**src/rtl/m_wb_uarttx_pkg.sv**
```systemverilog
// m_wb_uarttx_pkg
// Shared definitions for the Wishbone UART transmitter: serialiser state
// encoding, status register bit positions, register offsets and a helper
// that packs the status word.
// No ports (package).

package m_wb_uarttx_pkg;

  // Serialiser states; BUSY in the status word is simply "not idle".
  typedef enum logic [1:0] {
    ST_IDLE  = 2'd0,
    ST_START = 2'd1,
    ST_DATA  = 2'd2,
    ST_STOP  = 2'd3
  } tx_state_t;

  // Status register bit positions.
  localparam int STAT_FULL      = 0;
  localparam int STAT_EMPTY     = 1;
  localparam int STAT_BUSY      = 2;
  localparam int STAT_OVF       = 3;
  localparam int STAT_COUNT_LSB = 4;

  // Writing a 1 to this status bit clears the sticky overflow flag.
  localparam int OVF_CLEAR_BIT = 3;

  // Register offsets as seen on ADR_I.
  localparam logic REG_DATA   = 1'b0;
  localparam logic REG_STATUS = 1'b1;

  // Packs the status word. The fill count is passed zero-extended so the
  // helper works for any FIFO depth; unused upper bits read as zero.
  function automatic logic [31:0] pack_status(
    input logic        full,
    input logic        empty,
    input logic        busy,
    input logic        ovf,
    input logic [27:0] count
  );
    logic [31:0] word;
    word                 = '0;
    word[STAT_FULL]      = full;
    word[STAT_EMPTY]     = empty;
    word[STAT_BUSY]      = busy;
    word[STAT_OVF]       = ovf;
    word[31:STAT_COUNT_LSB] = count;
    return word;
  endfunction

endpackage

```
**src/rtl/m_wb_uarttx_if.sv**
```systemverilog
// m_wb_uarttx_if
// Wishbone slave bus bundle for the UART transmitter. The parent has already
// decoded the address, so only a one-bit register select is carried.
// Signals:
//   STB_I  strobe             WE_I   write enable
//   SEL_I  byte selects       ADR_I  0 = data, 1 = status
//   DAT_I  write data         ACK_O  acknowledge
//   DAT_O  read data
// Modports: master (bus initiator), slave (the transmitter).

interface m_wb_uarttx_if;

  logic        STB_I;
  logic        WE_I;
  logic [3:0]  SEL_I;
  logic        ADR_I;
  logic [31:0] DAT_I;
  logic        ACK_O;
  logic [31:0] DAT_O;

  modport master (
    output STB_I, WE_I, SEL_I, ADR_I, DAT_I,
    input  ACK_O, DAT_O
  );

  modport slave (
    input  STB_I, WE_I, SEL_I, ADR_I, DAT_I,
    output ACK_O, DAT_O
  );

endinterface

```
**src/rtl/m_wb_uarttx_sfifo.sv**
```systemverilog
// m_sfifo
// Synchronous first-word-fall-through FIFO: dout always shows the oldest
// entry while the FIFO is non-empty.
// Ports:
//   clk, rst  clock and synchronous active-high reset
//   push, din push request and data (ignored when full)
//   pop       pop request (ignored when empty)
//   dout      head of the FIFO
//   full, empty, count  occupancy, evaluated before any same-edge push/pop

module m_sfifo #(
  parameter int WIDTH = 8,
  parameter int LOG2  = 3
) (
  input  logic             clk,
  input  logic             rst,
  input  logic             push,
  input  logic             pop,
  input  logic [WIDTH-1:0] din,
  output logic [WIDTH-1:0] dout,
  output logic             full,
  output logic             empty,
  output logic [LOG2:0]    count
);

  localparam int          DEPTH     = 1 << LOG2;
  localparam logic [LOG2:0] DEPTH_CNT = (LOG2+1)'(DEPTH);

  logic [WIDTH-1:0] mem [DEPTH];
  logic [LOG2-1:0]  wr_ptr;
  logic [LOG2-1:0]  rd_ptr;
  logic             do_push;
  logic             do_pop;

  // Fullness is judged before a same-edge pop, so a pop never makes room
  // for a push on the same edge.
  assign full    = (count == DEPTH_CNT);
  assign empty   = (count == '0);
  assign do_push = push & ~full;
  assign do_pop  = pop & ~empty;
  assign dout    = mem[rd_ptr];

  // Storage has no reset; the pointers decide what is valid.
  always_ff @(posedge clk) begin
    if (do_push) begin
      mem[wr_ptr] <= din;
    end
  end

  // Pointers wrap naturally at the power-of-two depth.
  always_ff @(posedge clk) begin
    if (rst) begin
      wr_ptr <= '0;
      rd_ptr <= '0;
      count  <= '0;
    end else begin
      if (do_push) begin
        wr_ptr <= wr_ptr + LOG2'(1);
      end
      if (do_pop) begin
        rd_ptr <= rd_ptr + LOG2'(1);
      end
      case ({do_push, do_pop})
        2'b10:   count <= count + (LOG2+1)'(1);
        2'b01:   count <= count - (LOG2+1)'(1);
        default: count <= count;
      endcase
    end
  end

endmodule

```
**src/rtl/m_wb_uarttx.sv**
```systemverilog
// m_wb_uarttx
// Wishbone slave UART transmitter (8N1, fixed baud divisor). Bytes written
// to the data register are queued in a FIFO and serialised onto TXD; the
// status register reports FIFO state, busy, sticky overflow and fill count.
// Ports:
//   CLK_I  system clock
//   RST_I  synchronous active-high reset
//   wb     Wishbone slave bundle (STB_I, WE_I, SEL_I, ADR_I, DAT_I, ACK_O, DAT_O)
//   TXD    serial output, idle high
//   irq    level: FIFO empty and serialiser idle

module m_wb_uarttx
  import m_wb_uarttx_pkg::*;
#(
  parameter int CLKDIV   = 104,
  parameter int DIVWIDTH = 16,
  parameter int FIFOLOG2 = 3
) (
  input  logic          CLK_I,
  input  logic          RST_I,
  m_wb_uarttx_if.slave  wb,
  output logic          TXD,
  output logic          irq
);

  localparam logic [DIVWIDTH-1:0] DIV_RELOAD = DIVWIDTH'(CLKDIV - 1);

  tx_state_t           state;
  logic [DIVWIDTH-1:0] baud_cnt;
  logic [2:0]          bit_idx;
  logic [7:0]          shifter;
  logic                overflow;

  logic                fire;
  logic                push;
  logic                pop;
  logic                ovf_clear;
  logic                baud_done;
  logic [7:0]          fifo_dout;
  logic                fifo_full;
  logic                fifo_empty;
  logic [FIFOLOG2:0]   fifo_count;
  logic [31:0]         status;
  logic                unused_bits;

  // An access fires on the edge where the strobe is seen and no ack is
  // outstanding; a held strobe therefore fires every other cycle.
  assign fire      = wb.STB_I & ~wb.ACK_O;
  assign push      = fire & wb.WE_I & (wb.ADR_I == REG_DATA) & wb.SEL_I[0];
  assign ovf_clear = fire & wb.WE_I & (wb.ADR_I == REG_STATUS) & wb.SEL_I[0]
                     & wb.DAT_I[OVF_CLEAR_BIT];
  assign baud_done = (baud_cnt == '0);

  // The serialiser takes a byte either from idle or at the very end of a
  // stop bit, which is what makes consecutive frames run without a gap.
  assign pop = ~fifo_empty &
               ((state == ST_IDLE) | ((state == ST_STOP) & baud_done));

  assign status = pack_status(fifo_full, fifo_empty, state != ST_IDLE,
                              overflow, 28'(fifo_count));

  assign irq = fifo_empty & (state == ST_IDLE);

  assign unused_bits = ^{wb.SEL_I[3:1], wb.DAT_I[31:8]};

  m_sfifo #(
    .WIDTH (8),
    .LOG2  (FIFOLOG2)
  ) u_fifo (
    .clk   (CLK_I),
    .rst   (RST_I),
    .push  (push),
    .pop   (pop),
    .din   (wb.DAT_I[7:0]),
    .dout  (fifo_dout),
    .full  (fifo_full),
    .empty (fifo_empty),
    .count (fifo_count)
  );

  // Bus side: ack, registered read data and the sticky overflow flag. Read
  // data is only non-zero during the ack cycle of a status read.
  always_ff @(posedge CLK_I) begin
    if (RST_I) begin
      wb.ACK_O <= 1'b0;
      wb.DAT_O <= '0;
      overflow <= 1'b0;
    end else begin
      wb.ACK_O <= fire;
      if (fire & ~wb.WE_I & (wb.ADR_I == REG_STATUS)) begin
        wb.DAT_O <= status;
      end else begin
        wb.DAT_O <= '0;
      end
      if (push & fifo_full) begin
        overflow <= 1'b1;
      end else if (ovf_clear) begin
        overflow <= 1'b0;
      end
    end
  end

  // 8N1 serialiser. Every state holds its TXD level for CLKDIV cycles: the
  // counter is loaded with CLKDIV-1 on entry and the bit advances once it
  // has counted down to zero.
  always_ff @(posedge CLK_I) begin
    if (RST_I) begin
      state    <= ST_IDLE;
      TXD      <= 1'b1;
      baud_cnt <= '0;
      bit_idx  <= '0;
      shifter  <= '0;
    end else begin
      case (state)
        ST_IDLE: begin
          if (!fifo_empty) begin
            shifter  <= fifo_dout;
            TXD      <= 1'b0;
            baud_cnt <= DIV_RELOAD;
            state    <= ST_START;
          end
        end
        ST_START: begin
          if (!baud_done) begin
            baud_cnt <= baud_cnt - DIVWIDTH'(1);
          end else begin
            TXD      <= shifter[0];
            baud_cnt <= DIV_RELOAD;
            bit_idx  <= '0;
            state    <= ST_DATA;
          end
        end
        ST_DATA: begin
          if (!baud_done) begin
            baud_cnt <= baud_cnt - DIVWIDTH'(1);
          end else if (bit_idx == 3'd7) begin
            TXD      <= 1'b1;
            baud_cnt <= DIV_RELOAD;
            state    <= ST_STOP;
          end else begin
            // shifter[0] is on the line; the next bit comes from shifter[1].
            TXD      <= shifter[1];
            shifter  <= {1'b0, shifter[7:1]};
            bit_idx  <= bit_idx + 3'd1;
            baud_cnt <= DIV_RELOAD;
          end
        end
        ST_STOP: begin
          if (!baud_done) begin
            baud_cnt <= baud_cnt - DIVWIDTH'(1);
          end else if (!fifo_empty) begin
            shifter  <= fifo_dout;
            TXD      <= 1'b0;
            baud_cnt <= DIV_RELOAD;
            state    <= ST_START;
          end else begin
            state    <= ST_IDLE;
          end
        end
        default: begin
          state <= ST_IDLE;
          TXD   <= 1'b1;
        end
      endcase
    end
  end

endmodule

```
**src/flat_wrapper.sv**
```systemverilog
// flat-port wrapper written by rule: the top's interface ports become plain ports
module m_wb_uarttx_flat import m_wb_uarttx_pkg::*;
#(
  parameter int CLKDIV   = 104,
  parameter int DIVWIDTH = 16,
  parameter int FIFOLOG2 = 3
)
  (CLK_I, RST_I, TXD, irq, wb_STB_I, wb_WE_I, wb_SEL_I, wb_ADR_I, wb_DAT_I, wb_ACK_O, wb_DAT_O);
  m_wb_uarttx_if wb_i ();
  input  logic CLK_I;
  input  logic RST_I;
  output logic TXD;
  output logic irq;
  input wire logic [$bits(wb_i.STB_I)-1:0] wb_STB_I;
  input wire logic [$bits(wb_i.WE_I)-1:0] wb_WE_I;
  input wire logic [$bits(wb_i.SEL_I)-1:0] wb_SEL_I;
  input wire logic [$bits(wb_i.ADR_I)-1:0] wb_ADR_I;
  input wire logic [$bits(wb_i.DAT_I)-1:0] wb_DAT_I;
  output wire logic [$bits(wb_i.ACK_O)-1:0] wb_ACK_O;
  output wire logic [$bits(wb_i.DAT_O)-1:0] wb_DAT_O;
  assign wb_i.STB_I = wb_STB_I;
  assign wb_i.WE_I = wb_WE_I;
  assign wb_i.SEL_I = wb_SEL_I;
  assign wb_i.ADR_I = wb_ADR_I;
  assign wb_i.DAT_I = wb_DAT_I;
  assign wb_ACK_O = wb_i.ACK_O;
  assign wb_DAT_O = wb_i.DAT_O;
  m_wb_uarttx #(.CLKDIV(CLKDIV), .DIVWIDTH(DIVWIDTH), .FIFOLOG2(FIFOLOG2)) u_core (.CLK_I(CLK_I), .RST_I(RST_I), .wb(wb_i), .TXD(TXD), .irq(irq));
endmodule
```
**config.mk**
```make
export PLATFORM = sky130hd
export DESIGN_NAME = m_wb_uarttx_flat
export DESIGN_NICKNAME = d
export VERILOG_FILES = /design/src/rtl/m_wb_uarttx_pkg.sv /design/src/rtl/m_wb_uarttx_if.sv /design/src/rtl/m_wb_uarttx_sfifo.sv /design/src/rtl/m_wb_uarttx.sv /design/src/flat_wrapper.sv
export SDC_FILE = /design/constraint.sdc
export NUM_CORES = 1
export LEC_CHECK = 0
export CAP_MARGIN = 5
export CORE_ASPECT_RATIO = 2
export CORE_UTILIZATION = 30
export DETAILED_ROUTE_END_ITERATION = 7
export PLACE_DENSITY = 0.5
export SYNTH_ARGS = -nofsm -noshare
export SYNTH_HDL_FRONTEND = slang
export SYNTH_SLANG_ARGS = --single-unit
```
**constraint.sdc**
```tcl
create_clock -name CLK_I -period 3.05 [get_ports CLK_I]
set_clock_uncertainty 0.05 [all_clocks]
set_input_delay 0.61 -clock CLK_I [delete_from_list [all_inputs] [get_ports CLK_I]]
set_output_delay 0.61 -clock CLK_I [all_outputs]
set_load 0.01 [all_outputs]
```
Word level (Yosys, flattened, before mapping)
Memories as Yosys holds them, arrays and structs flattened. A register that Yosys moved wholly into a read port is not among the register bits.
Index checks and enable logic that the tools add are counted.
Word-level totals
  register bits after elaboration: 74
  memory bits (writable): 64
  input bits: 41
  output and inout bits: 35
  word-level logic and storage cells: 101
  memories kept: 1
Operators by class
  add/sub/neg operators: 6
  equality and inequality tests: 13
  mux-type cells: 33
  bitwise logic cells: 22
  reduce and logical (&&, ||, !) cells: 14
Memory list
  u_core.u_fifo.mem: depth 8, width 8, read ports 1, clocked after Yosys merged registers in 1, wr ports 1, RTL line m_wb_uarttx_sfifo.sv:29  | logic [WIDTH-1:0] mem [DEPTH];
Operators by type and width (number)
  $mux W16: 3
  $pmux W16 S3: 1
  $mux W8: 4
  $pmux W8 S3: 1
  $logic_not A16 Y1: 1
  $sub A16 B1 Y16 const B: 1
  $and A1 B1 Y1: 15
  $mux W3: 5
  $mux W1: 10
  $mux W2: 5
  $add A3 B1 Y3 const B: 3
  $ne A2 B1 Y1 const B: 4
  $pmux W2 S4: 1
  $pmux W4 S2: 1
  $reduce_and A4 Y1: 2
  $reduce_bool A2 Y1: 4
  $eq A2 B2 Y1 const B: 3
  $not A1 Y1: 6
  $pmux W3 S2: 1
  $reduce_and A5 Y1: 1
  $add A4 B1 Y4 const B: 1
  $eq A2 B1 Y1 const B: 2
  $eq A4 B4 Y1 const B: 1
  $logic_not A4 Y1: 1
  9 further kinds: 11

Longest topological paths before layout
  word-level depth: 8
  gate-level depth with buffers: 13
  depth with buffers taken out: 12

By module
Synthesis repeated with hierarchy kept, for this count alone.
Unflattened totals
  cell total of the unflattened synthesis: 428
  area, all modules: 5380.2 µm²
By module, submodules not included
  m_sfifo: times used 1, cells an instance 167, area each 3126.7 µm², seq. area each 2182.1 µm²
  m_wb_uarttx: times used 1, cells an instance 261, area each 2253.4 µm², seq. area each 800.8 µm²

Worst setup path before layout
Ideal clock, no wire load.
  kind: register -> register
  start point: register u_core.baud_cnt[0]
  end point: register u_core.u_fifo.count[2]
  library setup time: 70 ps
  data arrival time: 2776 ps
  required time: 2930 ps
  setup slack: 153 ps
  stages on the path, launching flop included: 14
  buffers on the path: 1
  period minus slack after synthesis: 2897 ps
  cells stage by stage: dfxtp_1 -> inv_1 -> ha_1 -> nor3b_1 -> nand3_1 -> clkbuf_1 -> o31ai_4 -> ha_1 -> xor2_1 -> ha_1 -> a21oi_1 -> xor2_1 -> or3_1 -> a21oi_1
On the way
  cells in the longest elaborated chain, start to end: 7
  elaborated cells on any way between the ends: 9
  those cells by class: 2 x eq/ne; 1 x mux; 4 x bitwise; 2 x reduce/logical
Ends and longest elaborated chain
  from (decl): RTL line m_wb_uarttx.sv:29  | logic [DIVWIDTH-1:0] baud_cnt;
  from (signal assigned): RTL line m_wb_uarttx.sv:125  | baud_cnt <= baud_cnt - DIVWIDTH'(1);
  from (signal assigned): RTL line m_wb_uarttx.sv:135  | baud_cnt <= baud_cnt - DIVWIDTH'(1);
  from (signal assigned): RTL line m_wb_uarttx.sv:150  | baud_cnt <= baud_cnt - DIVWIDTH'(1);
  $logic_not A16 Y1 *: RTL line m_wb_uarttx.sv:52  | assign baud_done = (baud_cnt == '0);
  $and A1 B1 Y1 *: RTL line m_wb_uarttx.sv:57  | ((state == ST_IDLE) | ((state == ST_STOP) & baud_done));
  $or A1 B1 Y1 *: RTL line m_wb_uarttx.sv:57
  $and A1 B1 Y1 *: RTL line m_wb_uarttx.sv:56  | assign pop = ~fifo_empty &
  $and A1 B1 Y1 *: RTL line m_wb_uarttx_sfifo.sv:40  | assign do_pop = pop & ~empty;
  via u_core.u_fifo.do_pop: RTL line m_wb_uarttx_sfifo.sv:33  | logic do_pop;
  $eq A2 B1 Y1 / $eq A2 B2 Y1 (equally long branches): RTL line m_wb_uarttx_sfifo.sv:63  | case ({do_push, do_pop})
  $pmux W4 S2 / $reduce_bool A2 Y1 (equally long branches)
  to (signal assigned): RTL line m_wb_uarttx_sfifo.sv:64  | 2'b10: count <= count + (LOG2+1)'(1);
  to (signal assigned): RTL line m_wb_uarttx_sfifo.sv:65  | 2'b01: count <= count - (LOG2+1)'(1);
  to (signal assigned): RTL line m_wb_uarttx_sfifo.sv:66  | default: count <= count;
  to (decl): RTL line m_wb_uarttx_sfifo.sv:23  | output logic [LOG2:0] count
Mark *: on every way through the listed nets, which the timed path passes. The rest lies on a longest branch.
A chain may end at the register's enable or synchronous reset.

Worst setup path in the final report
  start point: register u_core.baud_cnt[0]
  end point: register u_core.u_fifo.count[3]
Same word-level chain as after synthesis.

==> impl_metrics.json <==
{
  "avgSynthCellArea_um2": 12.0,
  "drv_slew": 0,
  "clock-root-buffer": "clkbuf_16",
  "final_cell_mix": "edfxtp_1, dfxtp_1, nor2_1",
  "grt_max_degree": 17,
  "die_h_um": 189,
  "drc": 0,
  "synth-warning-count": 0,
  "synth-edff-count": 64,
  "min_period_ns": 2.74,
  "postCtsSetupRepairBufs": 0,
  "placed_cell_area_um2": 5800,
  "dpl.hpwl_um": 8380,
  "hold_depth": 1,
  "grt_pass1_wl_um": 18200,
  "syn2layout_area_growth_pct": 22.2,
  "wl_per_cell_um": 16.1,
  "endpoint_kind": "flop",
  "dieArea_um2": 18000,
  "nets": 546,
  "cp.arrival_ns": 2.99,
  "post-place-cells": 680,
  "setup_ws_ns": 0.310,
  "p_leak_nw": 2.29,
  "fmax_mhz": 365,
  "rsz0062_at_grt": "no",
  "holdBufCountCts": 0,
  "cts_buffer_depth": 2,
  "crit_type": "reg2reg",
  "ys_ff_latch": 117,
  "cp_max_fo": 5,
  "fillCellCount": 1637,
  "fin_crit_sh_pct": 89.8,
  "hold-worst-slack_ns": 0.414,
  "synth.distinct_cells": 53,
  "syn_inst": 434,
  "required_ns": 3.30,
  "final_common_cell": "edfxtp_1",
  "avgViaCountPerCell": 4.91,
  "start_kind": "flop",
  "synthTopCellsByArea": "edfxtp_1, dfxtp_1, mux4_2",
  "yosys.area.top_type": "edfxtp_1",
  "die_x_um": 95.3,
  "cts_htree_levels": 4,
  "row_count": 67,
  "r2r_cells": 12,
  "pre_cts_ws_ns": -0.0375,
  "path_clk_slew_ns": 0.06,
  "power_density_nw_per_um2": 937,
  "drv_cap": 0,
  "r2r_setup_slack_ns": 0.31,
  "antenna-diode-count": 0,
  "slew_headroom_pct": 63.5,
  "cts_tree": "yes",
  "core_um2": 16800,
  "hold_class": "reg2reg",
  "grt_pass1_vias": 3561,
  "status": "completed",
  "cts_sinks": 117,
  "track_usage_pct": 13.7,
  "drt-initial-drc-count": 143,
  "seq_area_frac_synth_pct": 57.1,
  "ys.flop_type": "edfxtp_1",
  "drtPass1Iterations": 4,
  "ant_nets": 0,
  "ctsResizeCount": 0,
  "fin_cells": 712,
  "synth_top_area_share_pct": 36.8,
  "insertion_delay_ns": 0.40,
  "antenna_found_initial": 0,
  "io_pins": 76,
  "overflow": 0,
  "num_vias": 3498,
  "final_area_um2": 6380,
  "tightest_slew_ns": 0.545,
  "io_buffers": 24,
  "cts_made_buffers": 17,
  "ys_async_sr_fraction_pct": 0,
  "start_util_pct": 31.0,
  "setup_viol": 0,
  "wirelength_um": 11400,
  "vdd_drop_max_v": 0.000347,
  "hold_viol": 0,
  "drive_gt1_share_pct": 16.6,
  "synth_area_um2": 5220,
  "gp_congestion": 0.829,
  "total_power_mw": 5.98
}
==> final timing paths <==
check,startpoint,endpoint
worst max register to register,u_core.baud_cnt[0]$_SDFF_PP0_,u_core.u_fifo.count[3]$_SDFFE_PP0P_
worst min register to register,u_core.wb.ACK_O$_SDFF_PP0_,u_core.wb.ACK_O$_SDFF_PP0_
worst max-delay path,u_core.baud_cnt[0]$_SDFF_PP0_,u_core.u_fifo.count[3]$_SDFFE_PP0P_
worst min-delay path,u_core.wb.ACK_O$_SDFF_PP0_,u_core.wb.ACK_O$_SDFF_PP0_
==> synth_stat cells (all sizes together), types with 9 or more instances <==
cell type	n
and2	10
inv	10
mux2i	13
a22o	9
buf	28
nand2	33
clkbuf	11
a21oi	23
mux4	16
nor2	34
dfxtp	53
nor3	13
ha	13
edfxtp	64
o21ai	23
==> cell type report <==
cell class,instances,area [um^2],area share (%)
clock buffers,17,425,6.67
clock inverters,15,155,2.43
inverters,10,37.5,0.588
multi-input cells,291,2050,32.1
flip-flops and latches,117,2980,46.8
well taps,207,259,4.06
repair buffers,55,473,7.41
==> power by group <==
group          switching, mW  total [mW]  internal (mW)
Combinational           1.15        2.05          0.899
Sequential             0.152        1.98           1.82
Clock                  0.740        1.95           1.21
==> registers in the layout, summed over array words and instances (netlist names), named ones only <==
register and count:
u_core.u_fifo.count 4, u_core.u_fifo.rd_ptr 3, u_core.overflow 1, u_core.wb.DAT_O 8
u_core.TXD 1, u_core.state 2, u_core.wb.ACK_O 1, u_core.shifter 8
u_core.u_fifo.mem 64, u_core.bit_idx 3, u_core.u_fifo.wr_ptr 3, u_core.baud_cnt 16
==> per-layer routing <==
layer / up-vias / share of wire [%] / global-route usage, %
met3: 21 / 2.3 / 2.82
met2: 68 / 59 / 26.3
met4: 0 / 3.0 / 6.64
li1: 1679 / - / -
met5: - / 0 / 0
met1: 1730 / 35 / 13.2
==> cell families (layout without fill, tap and decap cells) <==
group / Yosys count / after routing / share of synthesized area (%)
buffers and inverters: 49 / 97 / 5.34
adder cells (fa/ha/maj): 13 / 13 / 3.12
AND/OR/NAND/NOR: 132 / 132 / 13.0
other: 1 / 24 / 0.0718
XOR/XNOR: 8 / 8 / 1.34
flip-flops: 117 / 117 / 57.1
AO/OA/AOI/OAI: 85 / 85 / 10.6
multiplexers: 29 / 29 / 9.39
==> through the flow <==
stage	util [%]	setup TNS [ns]
finish	37.9	0
detailed placement	34.4	-0.0748
global route	37.9	0
CTS	37.9	0
floorplan	-	0
global placement	34.4	0
==> critical path: stages, from the launching register on <==
cell,delay [ns]
dfxtp_1,0.34
inv_1,0.07
ha_1,0.19
nor3b_1,0.31
nand3_1,0.23
o31ai_4,0.26
ha_1,0.22
buf_4,0.13
nor4bb_1,0.26
a21oi_1,0.07
o21a_1,0.19
o21a_1,0.16
o21a_1,0.17
Note: power is estimated with default switching activity, not from simulation.
